[src/rtl/spike_event_encoder.sv]
// spike_event_encoder: latches per-column spike pulses, picks one pending
// column per cycle in round-robin order and queues {column, timestamp}
// address-events in a FIFO with a valid/ready consumer interface.
module spike_event_encoder #(
  parameter int unsigned NUM_COLS   = 1,
  parameter int unsigned TS_WIDTH   = 16,
  parameter int unsigned FIFO_DEPTH = 8,
  localparam int unsigned ADDR_W    = (NUM_COLS > 1) ? $clog2(NUM_COLS) : 1,
  localparam int unsigned PTR_W     = $clog2(FIFO_DEPTH),
  localparam int unsigned LVL_W     = PTR_W + 1
) (
  input  logic                clk,
  input  logic                reset,
  input  logic [NUM_COLS-1:0] spike_in,
  input  logic                clear_overflow,
  output logic                event_valid,
  input  logic                event_ready,
  output logic [ADDR_W-1:0]   event_addr,
  output logic [TS_WIDTH-1:0] event_time,
  output logic                overflow,
  output logic [LVL_W-1:0]    fifo_level
);

  logic [TS_WIDTH-1:0] ts_cnt;
  logic [NUM_COLS-1:0] pending;
  logic [TS_WIDTH-1:0] ts_reg [NUM_COLS];
  logic [ADDR_W-1:0]   ptr;

  logic                grant;
  logic [ADDR_W-1:0]   grant_idx;
  logic [NUM_COLS-1:0] grant_mask;
  logic                drop;

  logic [ADDR_W-1:0]   fifo_addr [FIFO_DEPTH];
  logic [TS_WIDTH-1:0] fifo_time [FIFO_DEPTH];
  logic [PTR_W-1:0]    wr_ptr;
  logic [PTR_W-1:0]    rd_ptr;
  logic [LVL_W-1:0]    count;
  logic                fifo_full;
  logic                pop;

  // Column index reached by stepping 'off' places from the rotating pointer.
  function automatic logic [ADDR_W-1:0] col_at(input logic [ADDR_W-1:0] base,
                                               input int unsigned off);
    return ADDR_W'((32'(base) + off) % NUM_COLS);
  endfunction

  assign fifo_full   = (count == LVL_W'(FIFO_DEPTH));
  assign event_valid = (count != '0);
  assign pop         = event_valid && event_ready;
  assign event_addr  = fifo_addr[rd_ptr];
  assign event_time  = fifo_time[rd_ptr];
  assign fifo_level  = count;

  // Free-running timestamp counter.
  always_ff @(posedge clk or negedge reset) begin
    if (!reset) ts_cnt <= '0;
    else        ts_cnt <= ts_cnt + TS_WIDTH'(1);
  end

  // Round-robin arbiter: first pending column at or after ptr; blocked when full.
  always_comb begin
    grant     = 1'b0;
    grant_idx = '0;
    if (!fifo_full) begin
      for (int unsigned i = 0; i < NUM_COLS; i++) begin
        if (!grant && pending[col_at(ptr, i)]) begin
          grant     = 1'b1;
          grant_idx = col_at(ptr, i);
        end
      end
    end
  end

  // One-hot form of the grant; a re-spike on a pending, ungranted column is lost.
  always_comb begin
    grant_mask = '0;
    if (grant) grant_mask[grant_idx] = 1'b1;
  end

  assign drop = |(spike_in & pending & ~grant_mask);

  // Pending bits and captured timestamps; a granted column may re-arm in the same cycle.
  always_ff @(posedge clk or negedge reset) begin
    if (!reset) begin
      pending <= '0;
      for (int unsigned j = 0; j < NUM_COLS; j++) ts_reg[j] <= '0;
    end else begin
      pending <= (pending & ~grant_mask) | spike_in;
      for (int unsigned j = 0; j < NUM_COLS; j++) begin
        if (spike_in[j] && (!pending[j] || grant_mask[j])) ts_reg[j] <= ts_cnt;
      end
    end
  end

  // Rotating pointer moves just past the granted column.
  always_ff @(posedge clk or negedge reset) begin
    if (!reset) begin
      ptr <= '0;
    end else if (grant) begin
      ptr <= (32'(grant_idx) == NUM_COLS - 1) ? '0 : grant_idx + ADDR_W'(1);
    end
  end

  // Sticky overflow: a drop in the same cycle beats the clear request.
  always_ff @(posedge clk or negedge reset) begin
    if (!reset)              overflow <= 1'b0;
    else if (drop)           overflow <= 1'b1;
    else if (clear_overflow) overflow <= 1'b0;
  end

  // Event FIFO storage, pointers and occupancy.
  always_ff @(posedge clk or negedge reset) begin
    if (!reset) begin
      wr_ptr <= '0;
      rd_ptr <= '0;
      count  <= '0;
      for (int unsigned k = 0; k < FIFO_DEPTH; k++) begin
        fifo_addr[k] <= '0;
        fifo_time[k] <= '0;
      end
    end else begin
      if (grant) begin
        fifo_addr[wr_ptr] <= grant_idx;
        fifo_time[wr_ptr] <= ts_reg[grant_idx];
        wr_ptr            <= wr_ptr + PTR_W'(1);
      end
      if (pop) rd_ptr <= rd_ptr + PTR_W'(1);
      case ({grant, pop})
        2'b10:   count <= count + LVL_W'(1);
        2'b01:   count <= count - LVL_W'(1);
        default: count <= count;
      endcase
    end
  end

endmodule

[config.mk]
export PLATFORM = sky130hd
export DESIGN_NAME = spike_event_encoder
export DESIGN_NICKNAME = d
export VERILOG_FILES = /design/src/rtl/spike_event_encoder.sv
export SDC_FILE = /design/constraint.sdc
export NUM_CORES = 1
export LEC_CHECK = 0
export ABC_AREA = 0
export CAP_MARGIN = 10
export CORE_MARGIN = 3
export CORE_UTILIZATION = 25
export CTS_BUF_LIST = sky130_fd_sc_hd__clkbuf_4
export CTS_CLUSTER_DIAMETER = 150
export DETAILED_ROUTE_END_ITERATION = 7
export PLACE_DENSITY = 0.4
export SYNTH_ARGS = -nofsm -noshare
export SYNTH_HDL_FRONTEND = slang
export SYNTH_SLANG_ARGS = --single-unit
[constraint.sdc]
create_clock -name clk -period 7.2 [get_ports clk]
set_input_delay 1.44 -clock clk [delete_from_list [all_inputs] [get_ports clk]]
set_output_delay 1.44 -clock clk [all_outputs]
set_load 0.01 [all_outputs]
==> summary.txt, run 1 <==
Yosys
  – Most used DFF post-synth: dfrtp_1
  – Post-synthesis cell count: 495
  – Synthesized net count: 506
  – Asr flop ratio synth: 1.00
  – Post-synthesis sequential area ratio: 0.567
  – Synth unique cells: 34
  – Largest cells by area after synthesis: dfrtp_1 57%, mux2_2 23%, mux4_2 9.6%, xnor2_1 1.9%, ha_1 0.95%
  – Most common cell in the netlist: dfrtp_1
  – Synth cell count leaders: 180 x dfrtp_1, 164 x mux2_2, 34 x mux4_2, 17 x xnor2_1, 11 x clkbuf_1
  – Top-area cell type share of the netlist area: 0.567
  – Syn Std Cell Area: 0.00794 sq mm
  – EDFF count, synth: 0
  – Biggest area consumer among synthesized cells: dfrtp_1
  – Flops & latches, synth: 180
  – Yosys warnings: 0
  – Synth Area per Inst: 16.0 sq um

Worst setup path
  – Slowest CP cell: dfrtp_2
  – Crit path arrival time: about 3.2 ns
  – Crit. End Element: output pin
  – Startpoint types: flip-flop
  – Cells along the critical path: buf_4 > mux4_2 > mux2_2 > clkdlybuf4s50_1
  – Maximum fanout along the worst path: 26
  – Crit path depth: 4
  – Top cell family by delay on the critical path: buffers and inverters
  – Req. time, crit path: 5.76 ns
  – Slowest cell delay on critical path: 0.62 ns
  – Worst R2R Path Depth: 4
  – Worst path bufs/invs: 2
  – Setup Crit Path Kind: reg -> out

Floorplan
  – Die H: 184 um
  – Rows: between 60 and 70
  – # IOs: 28
  – Starting Density: 0.257
  – Core outline area: roughly 0.031 sq mm
  – Die X: roughly 180 um
  – Die area: 0.0339 sq mm

STA
  – Final period util: 0.638
  – Final setup fails: 0
  – Fmax: between 200 and 250 MHz
  – WHS: 0.498 ns
  – Hold Vio Cnt, Final: 0
  – RSZ-0062 raised after global routing: false
  – Setup_tns: 0 ns
  – Clock skew: 0.0212 ns
  – Max transition margin: 0.343
  – Least-Margin Pin Slew: 0.982 ns
  – Setup ws final: 2.61 ns
  – Max-slew violation count: 0
  – Tmin final: 4.59 ns

Clocking
  – Post-CTS setup buffer count: 0
  – H-Tree Level Count: 4
  – TritonCTS clock tree: yes
  – Post_cts resized: 0
  – Clock latency on the worst-skew pair: between 0.5 and 0.6 ns
  – Root Buffer: clkbuf_4
  – Sinks on Clock Net: 180
  – Clock tree buffer depth: 2
  – Hold-fix buffers at CTS: 0
  – TritonCTS Buffers: 17
  – CTS clk-pin slew, worst paths: 0.14 ns

Pwr
  – Maximum vdd drop: 128 uV
  – Power per cell area: 319 mW/mm^2
  – Final Total Pwr: 2.85 mW
  – Pleak: 3.95 nW

Finish
  – Max FFs per register: 128
  – Filler Cell Count: 3113
  – Nets: 534
  – Layout area overhead: 12.3%
  – Layout cell share with drive strength beyond 1: 0.459

Placement
  – Hpwl dp: 10.5 mm
  – Port Buffers: 27
  – GPL Wtd Cong: between 0.6 and 0.7
  – Pre-CTS setup slack: between 3 and 4 ns

Status
  – Outcome: complete, no violations

Global routing
  – Overflow after GRT: 0
  – Pin count of the biggest net entering global routing: 151
  – Initial antenna violation count: 1
  – Vias in the first global route: 4601
  – Total GRT Usage: 0.111
  – First-pass GRT wire length: 28.2 mm

Drt
  – WL/cell: 18.8 um
  – Via Count: 4198
  – Iter 0 DRT Violations: 172
  – Drt pass-1 iters: 4
  – ANT nets after route: 0
  – Drc violations: 0
  – Total Wirelength: 17.6 mm
  – Vias/cell: 4.50

Hold path
  – Hold Crit Depth: 1
  – Hold Crit Class: reg -> reg

Job
  – Number of max-cap violations: 0
## kinds of logic (layout without fill, tap and decap cells)
group,Yosys count,after routing,share of synthesized area
buffers and inverters,31,72,0.0186
flip-flops,180,180,0.567
AND/OR/NAND/NOR,52,52,0.0465
other,0,1,0
multiplexers,199,199,0.330
AO/OA/AOI/OAI,4,4,0.00252
adder cells (fa/ha/maj),6,6,0.00945
XOR/XNOR,23,23,0.0254
## report_power, final
| part | switching (mW) | internal (mW) | total [mW] |
|---|---|---|---|
| combinational | 0.428 | 0.531 | 0.959 |
| sequential | 0.150 | 1.18 | 1.33 |
| clock | 0.344 | 0.216 | 0.561 |
| total | 0.922 | 1.92 | 2.85 |
## per-layer routing
layer  global-route usage  share of wire  up-vias
met5                    0              0        -
met4               0.0327          0.013        0
met3               0.0243          0.021       10
met2                0.179           0.49       36
met1                0.150           0.48     2280
li1                     -              -     1872
## area by class of cell
type / count / area [sq um] / area share
Antenna cell: 1 / 2.50 / 0.000281
Clock buffer: 21 / 158 / 0.0177
Clock inverter: 11 / 111 / 0.0125
Inverter: 6 / 22.5 / 0.00252
Multi-Input combinational cell: 284 / 3290 / 0.369
Sequential cell: 180 / 4510 / 0.505
Tap cell: 396 / 495 / 0.0555
Timing Repair Buffer: 34 / 337 / 0.0377
## path summary, 6_finish.rpt
| kind | from | to | slack, ns |
|---|---|---|---|
| worst min register to register | ts_cnt[4]$_DFF_PN0_ | ts_cnt[4]$_DFF_PN0_ | 0.50 |
| max in group asynchronous | reset | rd_ptr[0]$_DFFE_PN0P_ | 5.33 |
| worst max-delay path | rd_ptr[0]$_DFFE_PN0P_ | event_time[6] | 2.61 |
| min in group asynchronous | reset | fifo_time[127]$_DFFE_PN0P_ | 0.73 |
| worst max register to register | fifo_level[1]$_DFFE_PN0P_ | fifo_time[43]$_DFFE_PN0P_ | 4.20 |
| worst min-delay path | ts_cnt[4]$_DFF_PN0_ | ts_cnt[4]$_DFF_PN0_ | 0.50 |
## worst register-to-register path, stage by stage, from the launching register on
cell and delay (ns):
dfrtp_1 0.53, nor4b_2 0.13, nor2b_1 0.67, nand4b_2 0.96
mux2_2 0.60
## through the flow
| stage | util | cells | cell area [sq um] |
|---|---|---|---|
| after floorplan | - | 495 | 7940 |
| after global placement | 0.280 | 900 | 8650 |
| after detailed placement | 0.280 | 900 | 8650 |
| after CTS | 0.288 | 932 | 8920 |
| after global routing | 0.289 | 933 | 8920 |
| final | 0.289 | 933 | 8920 |
## cell usage in the layout, fill, tap and decap left out, types with 3 or more instances in the layout
master           instances
dfrtp_1                179
mux2_2                 164
mux4_2                  34
clkdlybuf4s50_1         26
clkbuf_4                21
xnor2_1                 17
nand3_1                  9
nand2_1                  7
xor2_1                   6
inv_1                    6
and2_1                   6
ha_1                     6
buf_4                    6
nor2b_1                  5
nor2_1                   4
clkinvlp_4               4
nand4_1                  3
clkinv_1                 3
Power figures use the tool's default switching activity.
==> run 2, diff against run 1 <==
==> constraint.sdc (replaced) <==
create_clock -name clk -period 4.23 [get_ports clk]
set_input_delay 0.846 -clock clk [delete_from_list [all_inputs] [get_ports clk]]
set_output_delay 0.846 -clock clk [all_outputs]
set_load 0.01 [all_outputs]
==> run 2 against run 1 <==
- via count rose by 0.74%
- register-to-register slack got worse by 2.8 ns
- non-clock buffer count rose by 6
- sequential power rose by 75%
- count of clock-buffer cells in the layout fell by 4
- first-iteration DRC count rose by 22%
- utilization rose by 0.30 points
- flip-flop and latch count did not move
- critical path type unchanged
- critical endpoint is now event_addr
==> summary.txt, run 2 (synthesized netlist as in run 1, its figures left out) <==
Worst setup path
  – Setup Crit Path Kind: reg -> out
  – Top cell family by delay on the critical path: flip-flops
  – Req. time, crit path: 3.38 ns
  – Crit path arrival time: just under 3 ns
  – Slowest cell delay on critical path: 1.01 ns
  – Worst path bufs/invs: 1
  – Cells along the critical path: mux4_2 > mux2_2 > clkdlybuf4s50_1
  – Crit. End Element: output pin
  – Slowest CP cell: dfrtp_1
  – Worst reg2reg path startpoint: fifo_level[1]$_DFFE_PN0P_
  – Worst setup startpoint: rd_ptr[1]$_DFFE_PN0P_
  – Startpoint types: flip-flop
  – Maximum fanout along the worst path: 18

Drt
  – WL/cell: 19.0 um
  – Drc violations: 0
  – ANT nets after route: 0
  – Vias/cell: around 4.5
  – Via Count: 4229
  – Iter 0 DRT Violations: 210
  – Total Wirelength: between 15 and 20 mm
  – Drt pass-1 iters: 4

Pwr
  – Power per cell area: around 540 mW/mm^2
  – Sequential Power Share: 0.475
  – Power share of the combinational group: 0.325
  – Clock power share: 0.200
  – Pleak: roughly 4 nW
  – Switching portion of total power: 0.345
  – Maximum vdd drop: about 190 uV
  – Total internal power: 3.22 mW
  – Reported net switching power: 1.69 mW

STA
  – WHS: 0.307 ns
  – Max-slew violation count: 0
  – Least-Margin Pin Slew: 1.06 ns
  – Hold Vio Cnt, Final: 0
  – Final period util: 0.896
  – Final setup fails: 0
  – Setup_tns: 0 ns
  – Tmin final: 3.79 ns
  – Clock skew: 0.0310 ns
  – Fmax: 264 MHz
  – RSZ-0062 raised after global routing: false
  – Max transition margin: 0.295

Status
  – Outcome: complete, no violations

Finish
  – Filler Cell Count: 3098
  – FF+latch area: ~0.0045 sq mm
  – Multi-input gate area: around 0.0033 sq mm
  – Commonest non-fill, non-tap cell in the layout: dfrtp_1
  – Nets: 540
  – Layout cell share with drive strength beyond 1: 0.470
  – Layout area overhead: 13.5%
  – Max FFs per register: roughly 130
  – Final core occ: 0.292
  – Most frequent cells in the layout: 179 x dfrtp_1, 164 x mux2_2, 34 x mux4_2

Clocking
  – Sinks on Clock Net: 180
  – CTS clk-pin slew, worst paths: 0.19 ns
  – Clock tree buffer depth: 2
  – Hold-fix buffers at CTS: 0
  – Post-CTS setup buffer count: 0
  – TritonCTS Buffers: 17
  – Post_cts resized: 0
  – Clock latency on the worst-skew pair: 0.56 ns
  – TritonCTS clock tree: yes
  – H-Tree Level Count: 4
  – Root Buffer: clkbuf_4

Floorplan
  – # IOs: 28
  – Core outline area: 0.0309 sq mm
  – Die area: 0.0339 sq mm
  – Die X: between 150 and 200 um
  – Die H: 184 um
  – Starting Density: 0.257
  – Rows: 64

Job
  – Number of max-cap violations: 0

Global routing
  – Vias in the first global route: 4684
  – Total GRT Usage: 0.113
  – Pin count of the biggest net entering global routing: 84
  – First-pass GRT wire length: 29.0 mm
  – Initial antenna violation count: 1
  – Overflow after GRT: 0

Placement
  – GPL Wtd Cong: slightly below 0.7
  – Hpwl dp: 11.2 mm
  – Port Buffers: 27

Hold path
  – Hold Crit Class: in -> async
==> run 2: changes by cell type in the layout (fill, tap and decap cells not counted), sizes merged <==
cell	delta
buf	+6
clkbuf	-4
bufinv	-2
diode	+1
inv	+10
clkinv	-2
clkinvlp	-2
==> run 2: cell type report <==
cell class	count	area share
clock buffer	17	0.0142
multi-input combinational	284	0.365
tap	396	0.0550
antenna	2	0.000555
timing repair buffer	40	0.0451
sequential	180	0.500
inverter	6	0.00250
clock inverter	15	0.0172
==> run 2: worst paths after layout <==
path                                               to  slack, ns  cells after the start
min                          fifo_time[3]$_DFFE_PN0P_       0.31                      1
min in group clk                 ts_cnt[15]$_DFF_PN0_       0.48                      1
max in group asynchronous   fifo_time[15]$_DFFE_PN0P_       3.01                      2
max reg2reg                fifo_time[104]$_DFFE_PN0P_       1.45                      4
max                                        event_addr       0.44                      3
min reg2reg                      ts_cnt[15]$_DFF_PN0_       0.48                      1
==> run 2: through the flow <==
step,cell area [sq um],setup WS (ns),power [mW],instances
finish,9010,0.440,4.91,940
global route,9010,0.246,5.23,939
CTS,9010,0.300,5.02,938
detailed placement,8720,0.971,4.03,906
global placement,8720,0.996,4.00,906
floorplan,7940,1.54,3.37,495
==> run 2: power groups by stage <==
stage / Clock (mW) / Sequential [mW] / Combinational, mW
3_3_place_gp: 0 / 2.37 / 1.63
4_1_cts: 1.03 / 2.34 / 1.65
6_report: 0.981 / 2.33 / 1.60
2_1_floorplan: 0 / 2.17 / 1.20
5_1_grt: 1.10 / 2.39 / 1.74
3_5_place_dp: 0 / 2.38 / 1.64
==> run 2: per-layer routing <==
layer | global-route usage | up-vias | wire length (um)
met3 | 0.0211 | 10 | 366
met1 | 0.153 | 2295 | 8520
met2 | 0.188 | 38 | 8830
met4 | 0.0290 | 0 | 174
li1 | - | 1886 | -
met5 | 0 | - | 0
